$ cat src/rtl/mpeg_fifo_pkg.sv
// rtl/mpeg_fifo_pkg.sv - shared constants and helpers for the MPEG stream FIFO
package mpeg_fifo_pkg;

    localparam int FIFO_DEPTH_LOG2 = 4;
    localparam int FIFO_PTR_W      = FIFO_DEPTH_LOG2 + 1;
    localparam int MAX_WIDTH       = 512;
    localparam int MAX_PTR_W       = 32;

    function automatic int ptr_width(input int depth_log2);
        return depth_log2 + 1;
    endfunction

    function automatic logic [MAX_PTR_W-1:0] bin2gray(input logic [MAX_PTR_W-1:0] i_bin);
        return i_bin ^ (i_bin >> 1);
    endfunction

    // Byte 0 swaps with byte nbytes-1; bits above nbytes*8 come back as zero.
    function automatic logic [MAX_WIDTH-1:0] reverse_bytes_width(
        input logic [MAX_WIDTH-1:0] i_word,
        input int                   nbytes
    );
        logic [MAX_WIDTH-1:0] r_out;
        r_out = '0;
        for (int b = 0; b < MAX_WIDTH / 8; b++) begin
            if (b < nbytes) begin
                r_out[8*b +: 8] = i_word[8*(nbytes-1-b) +: 8];
            end
        end
        return r_out;
    endfunction

endpackage

$ cat src/rtl/b2g_converter.sv
// rtl/b2g_converter.sv - combinational binary to Gray conversion
module b2g_converter
    import mpeg_fifo_pkg::*;
#(
    parameter int W = FIFO_PTR_W
) (
    input  logic [W-1:0] i_bin,
    output logic [W-1:0] o_gray
);

    logic [MAX_PTR_W-1:0] w_gray_wide;

    assign w_gray_wide = bin2gray(MAX_PTR_W'(i_bin));
    assign o_gray      = w_gray_wide[W-1:0];

endmodule

$ cat src/rtl/gray_ptr.sv
// rtl/gray_ptr.sv - binary pointer with its Gray image registered on the same edge
module gray_ptr
    import mpeg_fifo_pkg::*;
#(
    parameter int W = FIFO_PTR_W
) (
    input  logic         i_clk,
    input  logic         i_reset,
    input  logic         i_clr,
    input  logic         i_inc,
    output logic [W-1:0] o_bin,
    output logic [W-1:0] o_gray
);

    logic [W-1:0] r_bin;
    logic [W-1:0] r_gray;
    logic [W-1:0] w_bin_next;
    logic [W-1:0] w_gray_next;

    always_comb begin
        w_bin_next = r_bin;
        if (i_clr) begin
            w_bin_next = '0;
        end else if (i_inc) begin
            w_bin_next = r_bin + W'(1);
        end
    end

    // Gray is derived from the next binary value so both registers agree after every edge.
    b2g_converter #(.W(W)) u_b2g (
        .i_bin  (w_bin_next),
        .o_gray (w_gray_next)
    );

    always_ff @(posedge i_clk) begin
        if (i_reset) begin
            r_bin  <= '0;
            r_gray <= '0;
        end else begin
            r_bin  <= w_bin_next;
            r_gray <= w_gray_next;
        end
    end

    assign o_bin  = r_bin;
    assign o_gray = r_gray;

endmodule

$ cat src/rtl/gray_sync_fifo.sv
// rtl/gray_sync_fifo.sv - single-clock Gray-pointer FIFO with optional read-side byte reversal
module gray_sync_fifo
    import mpeg_fifo_pkg::*;
#(
    parameter int WIDTH       = 32,
    parameter int DEPTH_LOG2  = FIFO_DEPTH_LOG2,
    parameter bit SWAP_ENDIAN = 1'b0
) (
    input  logic                  clk,
    input  logic                  reset,
    input  logic                  flush,
    input  logic                  wr_valid,
    output logic                  wr_ready,
    input  logic [WIDTH-1:0]      wr_data,
    output logic                  rd_valid,
    input  logic                  rd_ready,
    output logic [WIDTH-1:0]      rd_data,
    output logic [DEPTH_LOG2:0]   level,
    output logic [DEPTH_LOG2:0]   wr_ptr_gray,
    output logic [DEPTH_LOG2:0]   rd_ptr_gray,
    output logic                  overflow
);

    localparam int PW    = ptr_width(DEPTH_LOG2);
    localparam int DEPTH = 1 << DEPTH_LOG2;
    localparam int AW    = (DEPTH_LOG2 == 0) ? 1 : DEPTH_LOG2;

    // Full when the two top Gray bits differ and the rest match; a 1-bit pointer just differs.
    localparam logic [PW-1:0] FULL_XOR = (PW == 1) ? PW'(1) : (PW'(3) << (PW - 2));

    logic [PW-1:0]    w_wr_bin;
    logic [PW-1:0]    w_wr_gray;
    logic [PW-1:0]    w_rd_bin;
    logic [PW-1:0]    w_rd_gray;
    logic [AW-1:0]    w_wr_addr;
    logic [AW-1:0]    w_rd_addr;
    logic             w_full;
    logic             w_empty;
    logic             w_wr_fire;
    logic             w_rd_fire;
    logic [WIDTH-1:0] w_head;
    logic             r_overflow;

    logic [WIDTH-1:0] r_mem [DEPTH];

    assign w_empty   = (w_wr_gray == w_rd_gray);
    assign w_full    = ((w_wr_gray ^ w_rd_gray) == FULL_XOR);
    assign w_wr_fire = wr_valid && !w_full && !flush;
    assign w_rd_fire = rd_ready && !w_empty && !flush;

    gray_ptr #(.W(PW)) u_wr_ptr (
        .i_clk   (clk),
        .i_reset (reset),
        .i_clr   (flush),
        .i_inc   (w_wr_fire),
        .o_bin   (w_wr_bin),
        .o_gray  (w_wr_gray)
    );

    gray_ptr #(.W(PW)) u_rd_ptr (
        .i_clk   (clk),
        .i_reset (reset),
        .i_clr   (flush),
        .i_inc   (w_rd_fire),
        .o_bin   (w_rd_bin),
        .o_gray  (w_rd_gray)
    );

    generate
        if (DEPTH_LOG2 > 0) begin : g_addr
            assign w_wr_addr = w_wr_bin[AW-1:0];
            assign w_rd_addr = w_rd_bin[AW-1:0];
        end else begin : g_addr_single
            assign w_wr_addr = 1'b0;
            assign w_rd_addr = 1'b0;
        end
    endgenerate

    always_ff @(posedge clk) begin
        if (w_wr_fire) begin
            r_mem[w_wr_addr] <= wr_data;
        end
    end

    // Sticky until reset; flush deliberately leaves it alone so the host can still see the loss.
    always_ff @(posedge clk) begin
        if (reset) begin
            r_overflow <= 1'b0;
        end else if (wr_valid && w_full) begin
            r_overflow <= 1'b1;
        end
    end

    assign w_head = r_mem[w_rd_addr];

    generate
        if (SWAP_ENDIAN) begin : g_swap
            logic [MAX_WIDTH-1:0] w_swapped;
            assign w_swapped = reverse_bytes_width(MAX_WIDTH'(w_head), WIDTH / 8);
            assign rd_data   = w_swapped[WIDTH-1:0];
        end else begin : g_straight
            assign rd_data = w_head;
        end
    endgenerate

    assign wr_ready    = !w_full;
    assign rd_valid    = !w_empty;
    assign level       = w_wr_bin - w_rd_bin;
    assign wr_ptr_gray = w_wr_gray;
    assign rd_ptr_gray = w_rd_gray;
    assign overflow    = r_overflow;

endmodule
$ cat config.mk
export PLATFORM = sky130hd
export DESIGN_NAME = gray_sync_fifo
export DESIGN_NICKNAME = d
export VERILOG_FILES = /design/src/rtl/mpeg_fifo_pkg.sv /design/src/rtl/b2g_converter.sv /design/src/rtl/gray_ptr.sv /design/src/rtl/gray_sync_fifo.sv
export SDC_FILE = /design/constraint.sdc
export NUM_CORES = 1
export LEC_CHECK = 0
export BUFFER_PORTS_ARGS = -buffer_cell sky130_fd_sc_hd__buf_2
export CAP_MARGIN = 20
export CORE_ASPECT_RATIO = 1.4
export CORE_UTILIZATION = 37
export CTS_BUF_LIST = sky130_fd_sc_hd__clkbuf_8
export DETAILED_ROUTE_END_ITERATION = 8
export SETUP_SLACK_MARGIN = 0.2
export SLEW_MARGIN = 20
export SYNTH_ARGS = -nofsm -noshare
export SYNTH_HDL_FRONTEND = slang
export SYNTH_SLANG_ARGS = --single-unit
$ cat constraint.sdc
create_clock -name clk -period 3.69 [get_ports clk]
set_clock_uncertainty 0.2 [all_clocks]
set_input_delay 0.369 -clock clk [delete_from_list [all_inputs] [get_ports clk]]
set_output_delay 0.369 -clock clk [all_outputs]
set_load 0.1 [all_outputs]
# After elaboration in Yosys (flattened, before gate mapping)
# Memories as Yosys holds them, arrays and structs flattened. A register that Yosys moved wholly into a read port is not among the register bits.
# Cells that the tools add are included.
# op_classes
n_addsub	3
eq_ne	2
n_mux	7
bitwise	3
n_reduce_logical	8
# ops
operator	count
two-way mux 5 bit	4
adder 5 x 1 -> 5 bit, second input constant	2
bitwise XOR 5 x 4 -> 5 bit	2
== test 5 bit	1
== test 5 bit, second input constant	1
logical AND 1 bit	5
subtractor 5 bit	1
bitwise XOR 5 bit	1
two-way mux 4 bit	1
logical NOT 1 bit	3
two-way mux 1 bit	2
# totals
ff_bits	21
mem_bits_rw	512
in_bits	37
output_inout_bits	50
wordCells	29
memories	1
# memory_table
memory	depth	width	rd	rd_clocked_by_memory_dff	wr	line_no	rtl
r_mem	16	32	1	1	1	gray_sync_fifo.sv:44	logic [WIDTH-1:0] r_mem [DEPTH];

# Longest topological paths before layout
# depth
ltp_word	8
depth_mapped	8
mapped_depth_nobuf	7

# Modules after synthesis
# From an unflattened synthesis, not the netlist that was laid out.
# unflattened
hier_cells	936
area_unflattened_um2	20467.1
# modules_own_cells
mod	n_inst	cells_each	area_per_inst_um2	seq_area_each_um2
gray_sync_fifo	1	842	19481.2	15394.8
gray_ptr	2	42	450.4	200.2
b2g_converter	2	5	42.5	0.0

# Least setup slack after synthesis
# No wires, ideal clock.
# synth_path
kind	reg-to-output
from	reg u_rd_ptr.r_bin[2] (netlist: u_rd_ptr.o_bin[2])
to	out level[4]
arrival_time_ps	3134
required_ps	3121
slack_ps	-13
stages_incl_launch_ff	9
n_path_buf	3
path_cell_list	dfxtp_1 -> buf_4 -> buf_2 -> clkinv_1 -> clkbuf_1 -> ha_1 -> a21o_1 -> a21oi_1 -> xor2_1
# synth_between
elab_chain_cells	1
# synth_lines
element	line_no	rtl
start, declared	gray_ptr.sv:15	logic [W-1:0] r_bin;
start signal, assigned	gray_ptr.sv:40	r_bin <= w_bin_next;
subtractor 5 bit	gray_sync_fifo.sv:108	assign level = w_wr_bin - w_rd_bin;
end, declared	gray_sync_fifo.sv:18	output logic [DEPTH_LOG2:0] level,
# No other way between the ends.

==> impl_metrics.yaml <==
status:
  run_status: "completed"
timing:
  rsz0062_at_grt: "no"
  timing.final.crit_share_pct: 89.5
  max_slew_margin_pct: 55.6
  slew_violations: 0
  timing.setup.tns_ns: 0
  finalHoldViolCount: 0
  worstMarginPinSlew_ns: 0.666
  clock.fmax_mhz: 303
  finalSetupViolations: 0
  finalWorstSetupSlack_ns: 0.387
  min_period_ns: 3.30
floorplanning:
  die_y_um: 282
  initial_core_utilization_pct: 37.5
  core_mm2: 0.0553
  die-area_mm2: 0.0569
  fp-row-count: 102
  die_width_um: 202
  io_pins: 87
pwr:
  power_switching_mw: 2.53
  max-vdd-ir-drop_v: 0.000235
  power.density_mw_per_mm2: 483
  power.clock.fraction_pct: 38.7
  power_frac_seq_pct: 56.8
  total_power_mw: 11.7
  power.leakage_nw: 7.96
  switching_share_pct: 21.6
  comb_pwr_share_pct: 4.6
  p_int_mw: 9.16
detailed_routing:
  antenna_violating_nets_post_route: 0
  post_drt_wl_per_cell_um: 23.4
  vias_per_cell: 5.12
  drc_violation_count_after_routing: 0
  finalWirelength_mm: 46.6
  routed-via-count: 10200
  drtIter0Drc: 682
  detailedRoute.firstPassIterationCount: 4
synthesis:
  synthesized_cell_area_mm2: 0.0207
  post-synth-top-count-cell: "sky130_fd_sc_hd__edfxtp_1"
  postSynthAreaPerCell_um2: 20.2
  synth_commonest_cells: "sky130_fd_sc_hd__edfxtp_1 (512), sky130_fd_sc_hd__mux4_2 (128), sky130_fd_sc_hd__nand2_1 (128), sky130_fd_sc_hd__and3_1 (45), sky130_fd_sc_hd__a31oi_1 (32)"
  ys_top_cells_by_area: "sky130_fd_sc_hd__edfxtp_1 (74%), sky130_fd_sc_hd__mux4_2 (14%), sky130_fd_sc_hd__nand2_1 (2.3%)"
  number_of_enable_flip_flop_cells_after_synthesis: 512
  synthesis.nets: 1071
  synth.yosys.warnings: 0
  ys_seq_area_share_pct: 76.1
  synth.ff_latch_count: 531
  synth_top_cell_by_area: "sky130_fd_sc_hd__edfxtp_1"
  yosys.area.top_type_share_pct: 74.3
  synth_cells: 1024
  synth_cell_type_count: 38
  async_flop_share_pct: 0
  yosys_most_used_dff: "sky130_fd_sc_hd__edfxtp_1"
grt:
  grt_max_degree: 79
  grt.overflow.total: 0
  antenna_found_initial: 2
  groute.usage.overall_pct: 16.6
  grt_first_pass_wirelength_mm: 68.9
  grt_pass1_vias: 10800
finish:
  area_growth_pct: 17.0
  final_layout_size_suffix_gt1_share_pct: 31.0
  finalNetCount: 1263
  multi_input_comb_area_mm2: 0.00465
  finish.utilization_pct: 43.8
  final_area_mm2: 0.0242
  seq_area_mm2: 0.0158
  num-fill-cells: 4755
critical_path:
  worstSetupStartpoint: "u_rd_ptr.o_bin[0]"
  r2r_start: "u_rd_ptr.o_bin[4]"
  critPathKind: "register to primary output"
  critPathRequiredTime_ns: 3.12
  crit_path_end_kind: "primary output"
  type_of_element_launching_the_critical_path: "register"
  crit_path_max_fanout: 15
  cp_data_arrival_time_ns: 2.73
clock_network:
  clock_path_buffers: 3
  worst_skew_pair.late_latency_ns: 0.62
  clk_pin_slew_worst_paths_ns: 0.06
  tritoncts: "yes"
  cts-htree-levels: 3
  cts_inserted_buffers: 77
  clock_sink_count: 531
  cts_root_buffer: "sky130_fd_sc_hd__clkbuf_8"
placement:
  place_area_mm2: 0.0224
  numPortBuffers: 86
  place.gp.congestion: 0.744
  dp_hpwl_mm: 25.6
  place_worst_setup_slack_ns: 0.774
worst_hold_path:
  hold_path_startpoint: "flush"
  hold_path_class: "primary input to register"
flow_run:
  drv.max_cap_violation_count: 0
==> kinds of logic (layout without fill, tap and decap cells) <==
group / Yosys count / in the layout / share of synthesized area (%)
and+or+nand+nor: 210 / 210 / 4.66
AOI/OAI and AO/OA: 46 / 46 / 1.55
xor gates and xnor gates: 27 / 27 / 1.21
buffers and inverters: 66 / 307 / 1.64
muxes: 134 / 134 / 14.2
adders and majority gates: 10 / 10 / 0.641
other: 0 / 1 / 0
DFF: 531 / 531 / 76.1
==> worst paths after layout <==
kind | cells after the start | end | slack [ns]
worst max-delay path | 7 | rd_data[17] | 0.39
worst min-delay path | 3 | u_rd_ptr.o_bin[2] | 0.17
worst max register to register | 7 | r_mem[5][5] | 0.92
worst min register to register | 2 | u_wr_ptr.o_bin[1] | 0.43
==> power groups by stage <==
| stage | logic (mW) | clock network [mW] | registers, mW |
|---|---|---|---|
| after floorplan | 0.329 | 0 | 6.77 |
| after global placement | 0.498 | 0 | 6.76 |
| after detailed placement | 0.506 | 0 | 6.77 |
| after CTS | 0.540 | 4.63 | 6.64 |
| after global routing | 0.570 | 4.86 | 6.64 |
| final | 0.535 | 4.52 | 6.64 |
==> placed cells by master, fill, tap and decap left out, types with 2 or more instances in the layout <==
| cell | instances |
|---|---|
| sky130_fd_sc_hd__a21o_1 | 2 |
| sky130_fd_sc_hd__a21oi_1 | 4 |
| sky130_fd_sc_hd__a31oi_1 | 32 |
| sky130_fd_sc_hd__and2_2 | 8 |
| sky130_fd_sc_hd__and3_1 | 37 |
| sky130_fd_sc_hd__and3_2 | 8 |
| sky130_fd_sc_hd__buf_12 | 18 |
| sky130_fd_sc_hd__buf_2 | 78 |
| sky130_fd_sc_hd__buf_4 | 31 |
| sky130_fd_sc_hd__buf_6 | 3 |
| sky130_fd_sc_hd__bufinv_16 | 5 |
| sky130_fd_sc_hd__clkbuf_4 | 2 |
| sky130_fd_sc_hd__clkbuf_8 | 81 |
| sky130_fd_sc_hd__clkinv_1 | 13 |
| sky130_fd_sc_hd__clkinv_2 | 8 |
| sky130_fd_sc_hd__dfxtp_1 | 15 |
| sky130_fd_sc_hd__dfxtp_4 | 3 |
| sky130_fd_sc_hd__dlygate4sd3_1 | 36 |
| sky130_fd_sc_hd__edfxtp_1 | 512 |
| sky130_fd_sc_hd__ha_1 | 9 |
| sky130_fd_sc_hd__inv_1 | 28 |
| sky130_fd_sc_hd__inv_6 | 2 |
| sky130_fd_sc_hd__mux2i_1 | 6 |
| sky130_fd_sc_hd__mux4_2 | 128 |
| sky130_fd_sc_hd__nand2_1 | 128 |
| sky130_fd_sc_hd__nor2_1 | 19 |
| sky130_fd_sc_hd__o211ai_1 | 3 |
| sky130_fd_sc_hd__o211ai_2 | 2 |
| sky130_fd_sc_hd__o21ai_4 | 2 |
| sky130_fd_sc_hd__xnor2_1 | 13 |
| sky130_fd_sc_hd__xnor2_2 | 2 |
| sky130_fd_sc_hd__xor2_1 | 9 |
| sky130_fd_sc_hd__xor2_2 | 3 |
==> metal layers <==
layer  wire (um)  global-route usage, %  vias up
met5          13                      0        -
met4         825                   5.09        2
met3        2060                   2.85       64
met2       23800                   28.4      259
met1       19900                   21.6     5387
li1            -                      -     4499
==> what timing repair did <==
action / CTS / global route
setup endpoints to repair: 10 / 12
endpoints found under the hold margin: 518 / 0
resized for setup: 5 / 2
hold buffers: 36 / 0
buffers inserted: 0 / 2
==> layout make-up <==
type | instances | area share (%)
timing repair buffer | 169 | 5.81
sequential | 531 | 65.1
tap | 728 | 3.76
clock inverter | 47 | 1.37
multi-input combinational | 427 | 19.2
antenna | 1 | 0.0103
clock buffer | 81 | 4.60
inverter | 10 | 0.155
==> critical path: stages, from the launching register on <==
cell and delay (ns):
sky130_fd_sc_hd__dfxtp_4 0.53, sky130_fd_sc_hd__buf_12 0.23, sky130_fd_sc_hd__buf_12 0.19, sky130_fd_sc_hd__mux4_2 0.50
sky130_fd_sc_hd__nand2_1 0.08, sky130_fd_sc_hd__and3_1 0.15, sky130_fd_sc_hd__a31oi_1 0.05, sky130_fd_sc_hd__buf_2 0.35
==> through the flow <==
stage	std cells	hold slack (ns)
2_1_floorplan	1024	0.241
3_3_place_gp	1827	0.248
3_5_place_dp	1827	0.256
4_1_cts	1991	0.177
5_1_grt	1994	0.212
6_report	1994	0.172
==> state kept, by name, summed over array words and instances, names as in the netlist <==
signal and count:
u_wr_ptr.o_gray 5, u_wr_ptr.o_bin 4, u_rd_ptr.o_gray 4, u_rd_ptr.o_bin 5
overflow 1, r_mem 512
No activity file was read; power rests on OpenSTA's default activity.
